**src/rtl/ex_top.sv**
```systemverilog
// ex_top: stand-alone MIPS execute stage for ALU bring-up.
// An 8-entry stimulus ROM stands in for the ID stage. It feeds an ID/EX register,
// then ALU control, then a 32-bit ALU, then the EX/MEM output register.
//
// Ports:
//   clk     - rising-edge clock
//   rst     - synchronous active-high reset (priority over enable)
//   enable  - pipeline advance; 0 freezes all state
//   read_in - fetch ROM[ptr] into ID/EX on this edge
//   result  - registered ALU result
//   cout    - registered adder carry-out (add/sub only, else 0)
//   zero    - registered result==0 flag
//
// Optional feature: define EX_SHIFT_EN to add funct 000000 (sll) and 000010 (srl).
module ex_top (
  input  logic        clk,
  input  logic        rst,
  input  logic        enable,
  input  logic        read_in,
  output logic [31:0] result,
  output logic        cout,
  output logic        zero
);

  typedef struct packed {
    logic [31:0] a;
    logic [31:0] b;
    logic [15:0] imm;
    logic [4:0]  shamt;
    logic [1:0]  aluop;
    logic [5:0]  funct;
    logic        alusrc;
  } entry_t;

  typedef enum logic [3:0] {
    CtlNone, CtlAdd, CtlSub, CtlAnd, CtlOr, CtlNor, CtlSlt, CtlSll, CtlSrl
  } alu_ctl_e;

  logic [2:0]  ptr_q;
  entry_t      idex_q;
  logic        idex_valid_q;
  entry_t      rom_entry;

  logic [31:0] op2;
  alu_ctl_e    ctl;
  logic [32:0] sum;
  logic [31:0] alu_res;
  logic        alu_cout;

  logic [31:0] result_q;
  logic        cout_q;
  logic        zero_q;

  // Stimulus ROM
  always_comb begin
    rom_entry = '0;
    unique case (ptr_q)
      3'd0: begin
        rom_entry.a = 32'd5;  rom_entry.b = 32'd3;
        rom_entry.aluop = 2'b10; rom_entry.funct = 6'b100000;
      end
      3'd1: begin
        rom_entry.a = 32'd5;  rom_entry.b = 32'd5;
        rom_entry.aluop = 2'b01;
      end
      3'd2: begin
        rom_entry.a = 32'hFFFF_FFFF; rom_entry.b = 32'd1;
        rom_entry.aluop = 2'b10; rom_entry.funct = 6'b100000;
      end
      3'd3: begin
        rom_entry.a = 32'h0000_F0F0; rom_entry.b = 32'h00FF_00FF;
        rom_entry.aluop = 2'b10; rom_entry.funct = 6'b100100;
      end
      3'd4: begin
        rom_entry.a = 32'h0000_F0F0; rom_entry.b = 32'h00FF_00FF;
        rom_entry.aluop = 2'b10; rom_entry.funct = 6'b100101;
      end
      3'd5: begin
        rom_entry.a = 32'd3;  rom_entry.b = 32'd7;
        rom_entry.aluop = 2'b10; rom_entry.funct = 6'b101010;
      end
      3'd6: begin
        rom_entry.a = 32'h10; rom_entry.imm = 16'hFFFC;
        rom_entry.aluop = 2'b00; rom_entry.alusrc = 1'b1;
      end
      default: begin
        rom_entry.aluop = 2'b10; rom_entry.funct = 6'b100111;
      end
    endcase
  end

  // ALU control decode
  always_comb begin
    ctl = CtlNone;
    case (idex_q.aluop)
      2'b00: ctl = CtlAdd;
      2'b01: ctl = CtlSub;
      2'b10: begin
        case (idex_q.funct)
          6'b100000: ctl = CtlAdd;
          6'b100010: ctl = CtlSub;
          6'b100100: ctl = CtlAnd;
          6'b100101: ctl = CtlOr;
          6'b100111: ctl = CtlNor;
          6'b101010: ctl = CtlSlt;
`ifdef EX_SHIFT_EN
          6'b000000: ctl = CtlSll;
          6'b000010: ctl = CtlSrl;
`endif
          default:   ctl = CtlNone;
        endcase
      end
      default: ctl = CtlNone;
    endcase
  end

  // ALU datapath; subtraction is A + ~op2 + 1 so cout=1 means no borrow
  always_comb begin
    op2      = idex_q.alusrc ? {{16{idex_q.imm[15]}}, idex_q.imm} : idex_q.b;
    sum      = '0;
    alu_res  = '0;
    alu_cout = 1'b0;
    case (ctl)
      CtlAdd: begin
        sum      = {1'b0, idex_q.a} + {1'b0, op2};
        alu_res  = sum[31:0];
        alu_cout = sum[32];
      end
      CtlSub: begin
        sum      = {1'b0, idex_q.a} + {1'b0, ~op2} + 33'd1;
        alu_res  = sum[31:0];
        alu_cout = sum[32];
      end
      CtlAnd:  alu_res = idex_q.a & op2;
      CtlOr:   alu_res = idex_q.a | op2;
      CtlNor:  alu_res = ~(idex_q.a | op2);
      CtlSlt:  alu_res = {31'd0, $signed(idex_q.a) < $signed(op2)};
      CtlSll:  alu_res = op2 << idex_q.shamt;
      CtlSrl:  alu_res = op2 >> idex_q.shamt;
      default: alu_res = '0;
    endcase
  end

  // Pointer and ID/EX register
  always_ff @(posedge clk) begin
    if (rst) begin
      ptr_q        <= '0;
      idex_valid_q <= 1'b0;
      idex_q       <= '0;
    end else if (enable) begin
      idex_valid_q <= read_in;
      if (read_in) begin
        idex_q <= rom_entry;
        ptr_q  <= ptr_q + 3'd1;
      end
    end
  end

  // EX/MEM output register; bubbles leave it untouched
  always_ff @(posedge clk) begin
    if (rst) begin
      result_q <= '0;
      cout_q   <= 1'b0;
      zero_q   <= 1'b0;
    end else if (enable && idex_valid_q) begin
      result_q <= alu_res;
      cout_q   <= alu_cout;
      zero_q   <= (alu_res == 32'd0);
    end
  end

  assign result = result_q;
  assign cout   = cout_q;
  assign zero   = zero_q;

endmodule

```
**config.mk**
```make
export PLATFORM = sky130hd
export DESIGN_NAME = ex_top
export DESIGN_NICKNAME = d
export VERILOG_FILES = /design/src/rtl/ex_top.sv
export SDC_FILE = /design/constraint.sdc
export NUM_CORES = 1
export LEC_CHECK = 0
export BUFFER_PORTS_ARGS = -buffer_cell sky130_fd_sc_hd__buf_2
export CAP_MARGIN = 0
export CELL_PAD_IN_SITES_DETAIL_PLACEMENT = 0
export CELL_PAD_IN_SITES_GLOBAL_PLACEMENT = 1
export CORE_AREA = 2 2 137 72
export CTS_BUF_LIST = sky130_fd_sc_hd__clkbuf_8
export DETAILED_ROUTE_END_ITERATION = 12
export DIE_AREA = 0 0 139 74
export GPL_ROUTABILITY_DRIVEN = 1
export GPL_TIMING_DRIVEN = 0
export PLACE_DENSITY = 0.89
export SKIP_LAST_GASP = 1
export SLEW_MARGIN = 0
export SYNTH_ARGS = -nofsm -noshare
export SYNTH_HDL_FRONTEND = slang
export SYNTH_SLANG_ARGS = --single-unit
```
**constraint.sdc**
```tcl
create_clock -name clk -period 5.1 [get_ports clk]
set_input_delay 1.53 -clock clk [delete_from_list [all_inputs] [get_ports clk]]
set_output_delay 1.53 -clock clk [all_outputs]
set_load 0.005 [all_outputs]
```
==> results.yml, run 1 <==
status:
  outcome: "completed"
clock_tree:
  post_cts_resized: 0
  clock_latency_ns: 0.33
  cts_tree: "yes"
  clk_root_buffer_cell: "clkbuf_8"
  cts_buffers: 5
  cts_hold_buf: 0
  post-cts-setup-buffer-count: 0
  cts.path.max_buffers: 2
  cts_max_level: 2
  clock_sinks: 56
  clkTransAtPathRegs_ns: 0.11
synth:
  syn_area_per_cell_sq_um: 7.64
  yosys_warnings: 0
  syn_nets: 622
  ys_seq_area_frac: 0.252
  synthFlopType: "dfxtp_1"
  synth_top_family_by_area: "compound AO/OA/AOI/OAI gates"
  yosys-mux-area-fraction: 0.0112
  synth.largest_area_cell: "dfxtp_1"
  synth-edff-count: 0
  synthSimpleGateAreaFrac: 0.217
  synth_seq_cells: 56
  synth.distinct_cells: 78
  ys_async_sr_fraction: 0
  synth_cells: 583
  ys_top_cells_by_area: "dfxtp_1 25%, ha_1 9.3%, nor2_1 6.3%"
  synth_compound_area_frac: 0.335
  synthXorXnorAreaFrac: 0.0197
  netlist_area_sq_um: 4460
  synth_top_area_frac: 0.252
  synth_fa_ha_area_frac: 0.102
layout:
  antenna_cells: 0
  final_common_cell: "nor2_1"
  final_layout_size_suffix_gt1_frac: 0.113
  design.final.nets: 665
  mostFrequentLayoutCells: "75 x nor2_1, 56 x dfxtp_1, 40 x buf_2, 40 x a21oi_1, 39 x o21ai_0"
  syn2layout_area_growth_pct: 9.94
  stdcell_area_sq_um: 4900
worst_setup_path:
  worstSetupEndpointType: "flip-flop"
  reg2regPathDepth: 12
  start_kind: "flip-flop"
  crit_type: "flip-flop to flip-flop"
  worst_ep_required_time_ns: 5.29
  critical_path_arrival_ns: 4.30
  worstPathMaxFanout: 10
floorplan:
  die_area_sq_um: 10300
  rows: 25
  ioPinCount: 38
  initial_utilization: 0.488
  chipHeight_um: 74
  core_sq_um: 9130
  die_w_um: 139
global_routing:
  grt_max_degree: 18
  antenna_found_initial: 0
  grt_pass1_wl_um: 26600
  grt_remaining_overflow: 0
  grt_pass1_vias: 4458
  track_usage: 0.343
sta:
  slew_violations: 0
  worst_pin_slew_ns: 1.14
  finalHoldViolations: 0
  skew_ns: 0.0117
  tns_ns: 0
  finalSetupViolCount: 0
  rsz0062_at_grt: "false"
  finalCritPeriodShare: 0.806
  min_period_ns: 4.11
  fmaxAchievable_mhz: 243
  hold_ws_ns: 0.460
  slew_headroom: 0.228
routing:
  drt_iter0_markers: 863
  wirelength_um: 17500
  drtPass1Iterations: 6
  viasPerCell: 6.59
  vias: 4931
  drcViolationCount: 0
  postRouteAntennaNets: 0
  wl_per_cell_um: 23.3
pwr:
  ir_worst_vdd_mv: 0.114
  pwr-share-seq: 0.434
  internal-power_uw: 711
  p_total_uw: 1090
  swShare: 0.350
  pwr-share-clk: 0.283
  leakagePower_uw: 0.00199
  power_switching_uw: 383
  share_comb_of_total_power: 0.283
  powerDensity_nw_per_um2: 223
job:
  cap_violations: 0
place:
  dp_hpwl_um: 13800
  gp_congestion: 1.00
  placed_area_sq_um: 4790
  portBuffers: 36
min_path:
  min_path_type: "flip-flop to flip-flop"
  min_path_cells: 2
## kinds of logic after synthesis
| kind of cell | Yosys count |
|---|---|
| AO/OA/AOI/OAI | 213 |
| XOR/XNOR | 10 |
| adder cells (fa/ha/maj) | 35 |
| buffers and inverters | 68 |
| flip-flops | 56 |
| multiplexers | 5 |
| AND/OR/NAND/NOR | 196 |
## final timing paths
path | slack, ns | from | to
worst max-delay path | 0.99 | idex_q[28]$_SDFFE_PP0P_ | result[15]$_SDFFE_PP0P_
worst min-delay path | 0.46 | idex_q[32]$_SDFFE_PP0P_ | idex_q[32]$_SDFFE_PP0P_
worst max register to register | 0.99 | idex_q[28]$_SDFFE_PP0P_ | result[15]$_SDFFE_PP0P_
worst min register to register | 0.46 | idex_q[32]$_SDFFE_PP0P_ | idex_q[32]$_SDFFE_PP0P_
## through the flow
step | setup WS [ns] | util | cells
final | 0.988 | 0.536 | 748
after global placement | 1.15 | 0.524 | 740
after detailed placement | 1.17 | 0.524 | 740
after global routing | 0.864 | 0.536 | 748
after floorplan | 2.23 | - | 583
after CTS | 1.12 | 0.536 | 748
## flip-flops by register name, summed over array words and instances (netlist names)
signal / count
cout: 1
result: 32
ptr_q: 3
idex_q: 18
zero: 1
idex_valid_q: 1
## critical path, stage by stage (launching register included)
cell	delay (ns)
dfxtp_1	0.44
or2_2	0.46
inv_1	0.30
ha_1	0.29
buf_2	0.20
inv_1	0.24
nand3_1	0.17
o211ai_1	0.40
a21boi_0	0.21
a21boi_0	0.23
nor2_1	0.08
a2111oi_0	0.83
nor2_1	0.12
## per-layer routing
| layer | global-route usage | wire (um) |
|---|---|---|
| met5 | 0 | 0 |
| met2 | 0.455 | 6160 |
| met1 | 0.530 | 8560 |
| met3 | 0.118 | 2430 |
| met4 | 0.0595 | 301 |
## cell type report
cell class              instances  area, sq um
clock inverters                 3         42.5
flip-flops and latches         56         1120
plain buffers                  42          189
fillers                       912         4230
well taps                     121          151
clock buffers                   5         68.8
multi-input cells             459         3050
repair buffers                 36          180
inverters                      26         97.6
## power by group through the flow
| stage | clock network, uW | logic [uW] | registers (uW) |
|---|---|---|---|
| 4_1_cts | 314 | 296 | 474 |
| 6_report | 309 | 310 | 475 |
| 3_3_place_gp | 0 | 292 | 482 |
| 3_5_place_dp | 0 | 294 | 484 |
| 5_1_grt | 327 | 332 | 478 |
| 2_1_floorplan | 0 | 201 | 480 |
## synth_stat cells (all sizes together) (8+ instances only)
master and number:
nor2 75, o31ai 10, clkbuf 33, o21a 9, o21ai 40, ha 33, inv 25, o21bai 8
buf 9, o211ai 10, nor2b 9, a211oi 25, nand3 9, nand2 38, nand2b 14, dfxtp 56
a21oi 40, xnor2 9, nor3 14
(Power assumes the default switching activity.)
==> inputs of run 2 (changes only) <==
- ABC_AREA: default -> 1
- CORE_AREA: 2 2 137 72 -> 2 2 161 84
- DIE_AREA: 0 0 139 74 -> 0 0 163 86
- PLACE_DENSITY: 0.89 -> 0.81
- clock period: 5.1 -> 3.75 ns (I/O delays scaled with it)
==> run 2 against run 1 <==
Flip-flop and latch count is the same. Die area up 36%. Critical path type unchanged. Combinational power increased by 97%. Area after synthesis grew 12%. Critical path depth increased by 10.
==> results.yml, run 2 <==
status:
  outcome: "completed"
global_routing:
  grt_pass1_vias: 5007
  track_usage: 0.244
  grt_max_degree: 18
  antenna_found_initial: 0
  grt_remaining_overflow: 0
  grt_pass1_wl_um: 26700
pwr:
  powerDensity_nw_per_um2: 289
  power_switching_uw: 637
  ir_worst_vdd_mv: 0.220
  leakagePower_uw: 0.00307
  pwr-share-seq: 0.408
  pwr-share-clk: 0.207
  share_comb_of_total_power: 0.385
  swShare: 0.402
  internal-power_uw: 946
routing:
  wirelength_um: 16900
  drtPass1Iterations: 5
  vias: 5449
  viasPerCell: 5.23
  wl_per_cell_um: 16.2
  drt_iter0_markers: 424
  postRouteAntennaNets: 0
  drcViolationCount: 0
worst_setup_path:
  reg2reg_to: "zero$_SDFFE_PP0P_"
  rrSetupSlack_ns: 0.27
  critical_path_arrival_ns: 3.73
  reg2regPathDepth: 22
  start_kind: "flip-flop"
  crit_type: "flip-flop to flip-flop"
  reg2reg_from: "idex_q[28]$_SDFFE_PP0P_"
  worst_ep_required_time_ns: 3.99
  worstSetupEndpointType: "flip-flop"
  worstPathMaxFanout: 8
  startpoint: "idex_q[28]$_SDFFE_PP0P_"
layout:
  final_common_cell: "nand2_1"
  mostFrequentLayoutCells: "222 x nand2_1, 111 x inv_1, 96 x nor2_1"
  antenna_cells: 0
  design.final.nets: 910
  largest_register_ffs: 32
  final_layout_size_suffix_gt1_frac: 0.116
  syn2layout_area_growth_pct: 9.83
sta:
  finalSetupViolCount: 0
  tns_ns: 0
  min_period_ns: 3.48
  skew_ns: 0.00808
  hold_ws_ns: 0.472
  finalHoldViolations: 0
  fmaxAchievable_mhz: 287
  worst_pin_slew_ns: 0.615
  rsz0062_at_grt: "false"
  slew_headroom: 0.590
  finalCritPeriodShare: 0.929
  slew_violations: 0
clock_tree:
  clkTransAtPathRegs_ns: 0.10
  cts_tree: "yes"
  cts_max_level: 2
  clock_latency_ns: 0.31
  clock_sinks: 56
  post-cts-setup-buffer-count: 0
  clk_root_buffer_cell: "clkbuf_8"
  cts.path.max_buffers: 2
  cts_buffers: 5
min_path:
  min_to: "idex_q[32]$_SDFFE_PP0P_"
  min_path_cells: 2
  min_path_type: "flip-flop to flip-flop"
  min_from: "idex_q[32]$_SDFFE_PP0P_"
synth:
  ys_seq_area_frac: 0.225
  ys_async_sr_fraction: 0
  synth_top_area_frac: 0.225
  synth_cells: 827
  syn_area_per_cell_sq_um: 6.03
  syn_nets: 866
  yosys_warnings: 0
  netlist_area_sq_um: 4990
  ys_top_cells_by_area: "dfxtp_1 22%, nand2_1 17%, ha_1 8.3%"
  synthFlopType: "dfxtp_1"
  synth_seq_cells: 56
  synth_most_common_cell: "nand2_1"
  synth_common_cells: "222 x nand2_1, 110 x inv_1, 97 x nor2_1, 63 x nand3_1, 56 x dfxtp_1"
  synth.distinct_cells: 41
  synth.largest_area_cell: "dfxtp_1"
  synth-edff-count: 0
place:
  gp_congestion: 0.972
  portBuffers: 37
  dp_hpwl_um: 13300
floorplan:
  core_sq_um: 12500
  initial_utilization: 0.399
  rows: 29
  ioPinCount: 38
  die_w_um: 163
  chipHeight_um: 86
  die_area_sq_um: 14000
job:
  cap_violations: 0
## run 2: cell types whose count changed after synthesis, sizes merged, moves of 11 or more
| cell | change |
|---|---|
| a211oi | -22 |
| clkbuf | -19 |
| inv | +98 |
| nand2 | +192 |
| nand2b | -14 |
| nand3 | +62 |
| nand4 | +11 |
| nor2 | +30 |
| o211ai | +15 |
## run 2: layout make-up
class	count	area [sq um]
buffer	33	176
clock buffer	5	68.8
clock inverter	3	20.0
fill	1337	7040
inverter	124	470
multi-input combinational	614	3220
sequential	56	1120
tap	170	213
timing repair buffer	37	185
## run 2: how the worst max path moves through the flow
| stage | depth (start not counted) | endpoint |
|---|---|---|
| after floorplan | 22 | zero$_SDFFE_PP0P_ |
| after global placement | 20 | zero$_SDFFE_PP0P_ |
| after detailed placement | 20 | zero$_SDFFE_PP0P_ |
| after CTS | 20 | zero$_SDFFE_PP0P_ |
| after global routing | 20 | zero$_SDFFE_PP0P_ |
| final | 22 | zero$_SDFFE_PP0P_ |
## run 2: cells by family (layout without fill, tap and decap cells)
kind of cell,after synthesis,in the layout,share of synthesized area
compound gates,137,137,0.160
simple gates,433,433,0.379
xor+xnor,9,9,0.0158
flops,56,56,0.225
fa+ha+maj,35,35,0.0908
buf+inv,157,202,0.130
## run 2: worst max-delay path: stages, from the launching register on
cell	delay (ns)
dfxtp_2	0.47
inv_1	0.19
nand2_1	0.12
inv_1	0.06
ha_1	0.28
fa_1	0.45
nand2_1	0.09
nand2_1	0.13
nand3_1	0.15
nand2_1	0.16
nand2_1	0.10
nand2_1	0.07
clkinv_1	0.07
nand2_1	0.04
nand3_1	0.14
nand2_1	0.06
nor2_1	0.10
nand2_1	0.12
nor2_1	0.12
nand2_1	0.05
nor2_1	0.12
nand3_1	0.15
a21oi_1	0.15
## run 2: metrics by stage
step,instances,cell area [sq um],utilization,setup slack [ns],total power (uW)
6_report,1042,5480,0.438,0.266,1580
5_1_grt,1042,5480,0.438,0.00967,1690
4_1_cts,1042,5480,0.437,0.00700,1580
3_5_place_dp,1034,5390,0.430,0.0287,1250
3_3_place_gp,1034,5390,0.430,0.0491,1250
2_1_floorplan,827,4990,-,1.18,1080
## run 2: per-layer routing
metal  wire length, um  global-route usage  share of wire  vias up
li1                  -                   -              -     2754
met1              8390               0.351           0.50     2465
met2              6820               0.362           0.40      198
met3              1300              0.0493          0.077       32
met4               371              0.0837          0.022        0
met5                 0                   0              0        -
## run 2: power by group through the flow
stage	Clock, uW	Combinational [uW]	Sequential (uW)
4_1_cts	339	593	645
6_report	327	610	646
2_1_floorplan	0	422	654
3_5_place_dp	0	588	659
5_1_grt	365	679	650
3_3_place_gp	0	591	658
## run 2: what timing repair did
action,in CTS,in global routing
hold buffers,0,0
endpoints found under the setup margin,0,1
resized for setup,0,2
==> inputs of run 3 (changes only) <==
- CORE_AREA: 2 2 161 84 -> 2 2 163 85
- CTS_BUF_LIST: sky130_fd_sc_hd__clkbuf_8 -> default
- DIE_AREA: 0 0 163 86 -> 0 0 165 87
- PLACE_DENSITY: 0.81 -> 0.79
==> run 3 against run 2 <==
Hold slack worse by 0.0055 ns. Die area is 2.4% higher. Clock power increased by 55%. Critical path depth unchanged. Power up 12%. First-iteration DRC count rose by 51%. Sequential power is essentially flat. Via count grew 1.3%. Flip-flop and latch count unchanged. Critical path type unchanged.
==> results.yml, run 3 (synthesized netlist as in run 2, its figures left out) <==
sta:
  finalSetupViolCount: 0
  tns_ns: 0
  slew_violations: 0
  slew_headroom: 0.574
  min_period_ns: 3.35
  worst_pin_slew_ns: 0.634
  hold_ws_ns: 0.466
  fmaxAchievable_mhz: 298
  skew_ns: 0.00860
  finalCritPeriodShare: 0.895
  rsz0062_at_grt: "false"
  finalHoldViolations: 0
routing:
  viasPerCell: 5.27
  wl_per_cell_um: 16.8
  drtPass1Iterations: 7
  vias: 5520
  wirelength_um: 17600
  postRouteAntennaNets: 0
  drcViolationCount: 0
  drt_iter0_markers: 642
floorplan:
  die_area_sq_um: 14400
  initial_utilization: 0.381
  rows: 30
  ioPinCount: 38
  core_sq_um: 13100
  chipHeight_um: 87
  die_w_um: 165
worst_setup_path:
  reg2reg_from: "idex_q[28]$_SDFFE_PP0P_"
  worstSetupEndpoint: "zero$_SDFFE_PP0P_"
  worstSetupEndpointType: "flip-flop"
  critical_path_arrival_ns: 3.59
  reg2reg_to: "zero$_SDFFE_PP0P_"
  startpoint: "idex_q[28]$_SDFFE_PP0P_"
  reg2regPathDepth: 22
  crit_type: "flip-flop to flip-flop"
  rrSetupSlack_ns: 0.40
  worstPathMaxFanout: 8
  worst_ep_required_time_ns: 3.98
  start_kind: "flip-flop"
place:
  post-place-cells: 1040
  portBuffers: 37
  dp_hpwl_um: 14200
  gp_congestion: 1.00
clock_tree:
  cts_tree: "yes"
  clkTransAtPathRegs_ns: 0.08
  cts.path.max_buffers: 2
  clock_latency_ns: 0.30
  cts_hold_buf: 0
  clk_root_buffer_cell: "clkbuf_16"
  post-cts-setup-buffer-count: 0
  cts_max_level: 2
  cts_buffers: 5
  clock_sinks: 56
pwr:
  power_switching_uw: 708
  internal-power_uw: 1070
  ir_worst_vdd_mv: 0.219
  share_comb_of_total_power: 0.351
  leakagePower_uw: 0.00309
  pwr-share-clk: 0.285
  pwr-share-seq: 0.364
  swShare: 0.399
  powerDensity_nw_per_um2: 320
layout:
  fin_util: 0.424
  final_common_cell: "nand2_1"
  largest_register_ffs: 32
  design.final.nets: 910
  mostFrequentLayoutCells: "222 x nand2_1, 110 x inv_1, 96 x nor2_1"
  fill_cells: 1446
  final_layout_size_suffix_gt1_frac: 0.117
  syn2layout_area_growth_pct: 11.2
  final_cells: 1048
  antenna_cells: 0
global_routing:
  grt_pass1_wl_um: 27600
  grt_pass1_vias: 4802
  track_usage: 0.253
  antenna_found_initial: 0
  grt_remaining_overflow: 0
  grt_max_degree: 20
min_path:
  min_path_type: "flip-flop to flip-flop"
  min_path_cells: 2
status:
  outcome: "completed"
job:
  cap_violations: 0
==> run 3: power groups by stage <==
stage | clock, uW | sequential, uW | combinational, uW
2_1_floorplan | 0 | 654 | 422
3_3_place_gp | 0 | 659 | 601
3_5_place_dp | 0 | 658 | 595
4_1_cts | 508 | 645 | 599
5_1_grt | 529 | 649 | 690
6_report | 507 | 646 | 624
==> run 3: worst max-delay path, stage by stage, from the launching register on <==
cell and delay (ns):
dfxtp_2 0.48, inv_1 0.19, nand2_1 0.12, inv_1 0.06
ha_1 0.29, fa_1 0.45, nand2_1 0.09, nand2_1 0.10
nand3_1 0.13, nand2_1 0.13, nand2_1 0.09, nand2_1 0.09
clkinv_1 0.08, nand2_1 0.05, nand3_1 0.10, nand2_1 0.12
nor2_1 0.15, nand2_1 0.11, nor2_1 0.11, nand2_1 0.05
nor2_1 0.11, nand3_1 0.08, a21oi_1 0.12
==> run 3: worst min-delay path by stage <==
stage	from	to	slack [ns]
3_5_place_dp	idex_valid_q$_SDFFE_PP0P_	idex_valid_q$_SDFFE_PP0P_	0.45
4_1_cts	idex_valid_q$_SDFFE_PP0P_	idex_valid_q$_SDFFE_PP0P_	0.47
2_1_floorplan	idex_valid_q$_SDFFE_PP0P_	idex_valid_q$_SDFFE_PP0P_	0.44
6_report	idex_valid_q$_SDFFE_PP0P_	idex_valid_q$_SDFFE_PP0P_	0.47
5_1_grt	idex_valid_q$_SDFFE_PP0P_	idex_valid_q$_SDFFE_PP0P_	0.48
3_3_place_gp	idex_valid_q$_SDFFE_PP0P_	idex_valid_q$_SDFFE_PP0P_	0.45
==> run 3: per-layer routing <==
metal | up-vias | share of wire | track usage
met1 | 2495 | 0.55 | 0.427
met3 | 12 | 0.13 | 0.0885
met4 | 0 | 0.0086 | 0.0419
met2 | 264 | 0.31 | 0.284
met5 | - | 0 | 0
li1 | 2749 | - | -
==> run 3: stage by stage <==
step	cell area [sq um]	setup slack, ns	power [uW]
floorplan	4990	1.18	1080
global placement	5390	0.293	1260
detailed placement	5390	0.356	1250
CTS	5550	0.295	1750
global route	5550	0.101	1870
finish	5550	0.395	1780
==> run 3: repair_timing <==
action | 4_1_cts | 5_1_grt
setup endpoints to repair | 0 | 1
endpoints found under the hold margin | 0 | 0
resized for setup | 0 | 2
==> run 3: layout make-up <==
cell class                      instances  area (sq um)  share of cell area
Clock buffer                            5           125              0.0225
Clock inverter                          3          26.3             0.00474
Buffer                                 33           176              0.0318
Inverter                              124           470              0.0848
Sequential cell                        56          1120               0.202
Tap cell                              176           220              0.0397
Multi-Input combinational cell        614          3220               0.581
Timing Repair Buffer                   37           185              0.0334
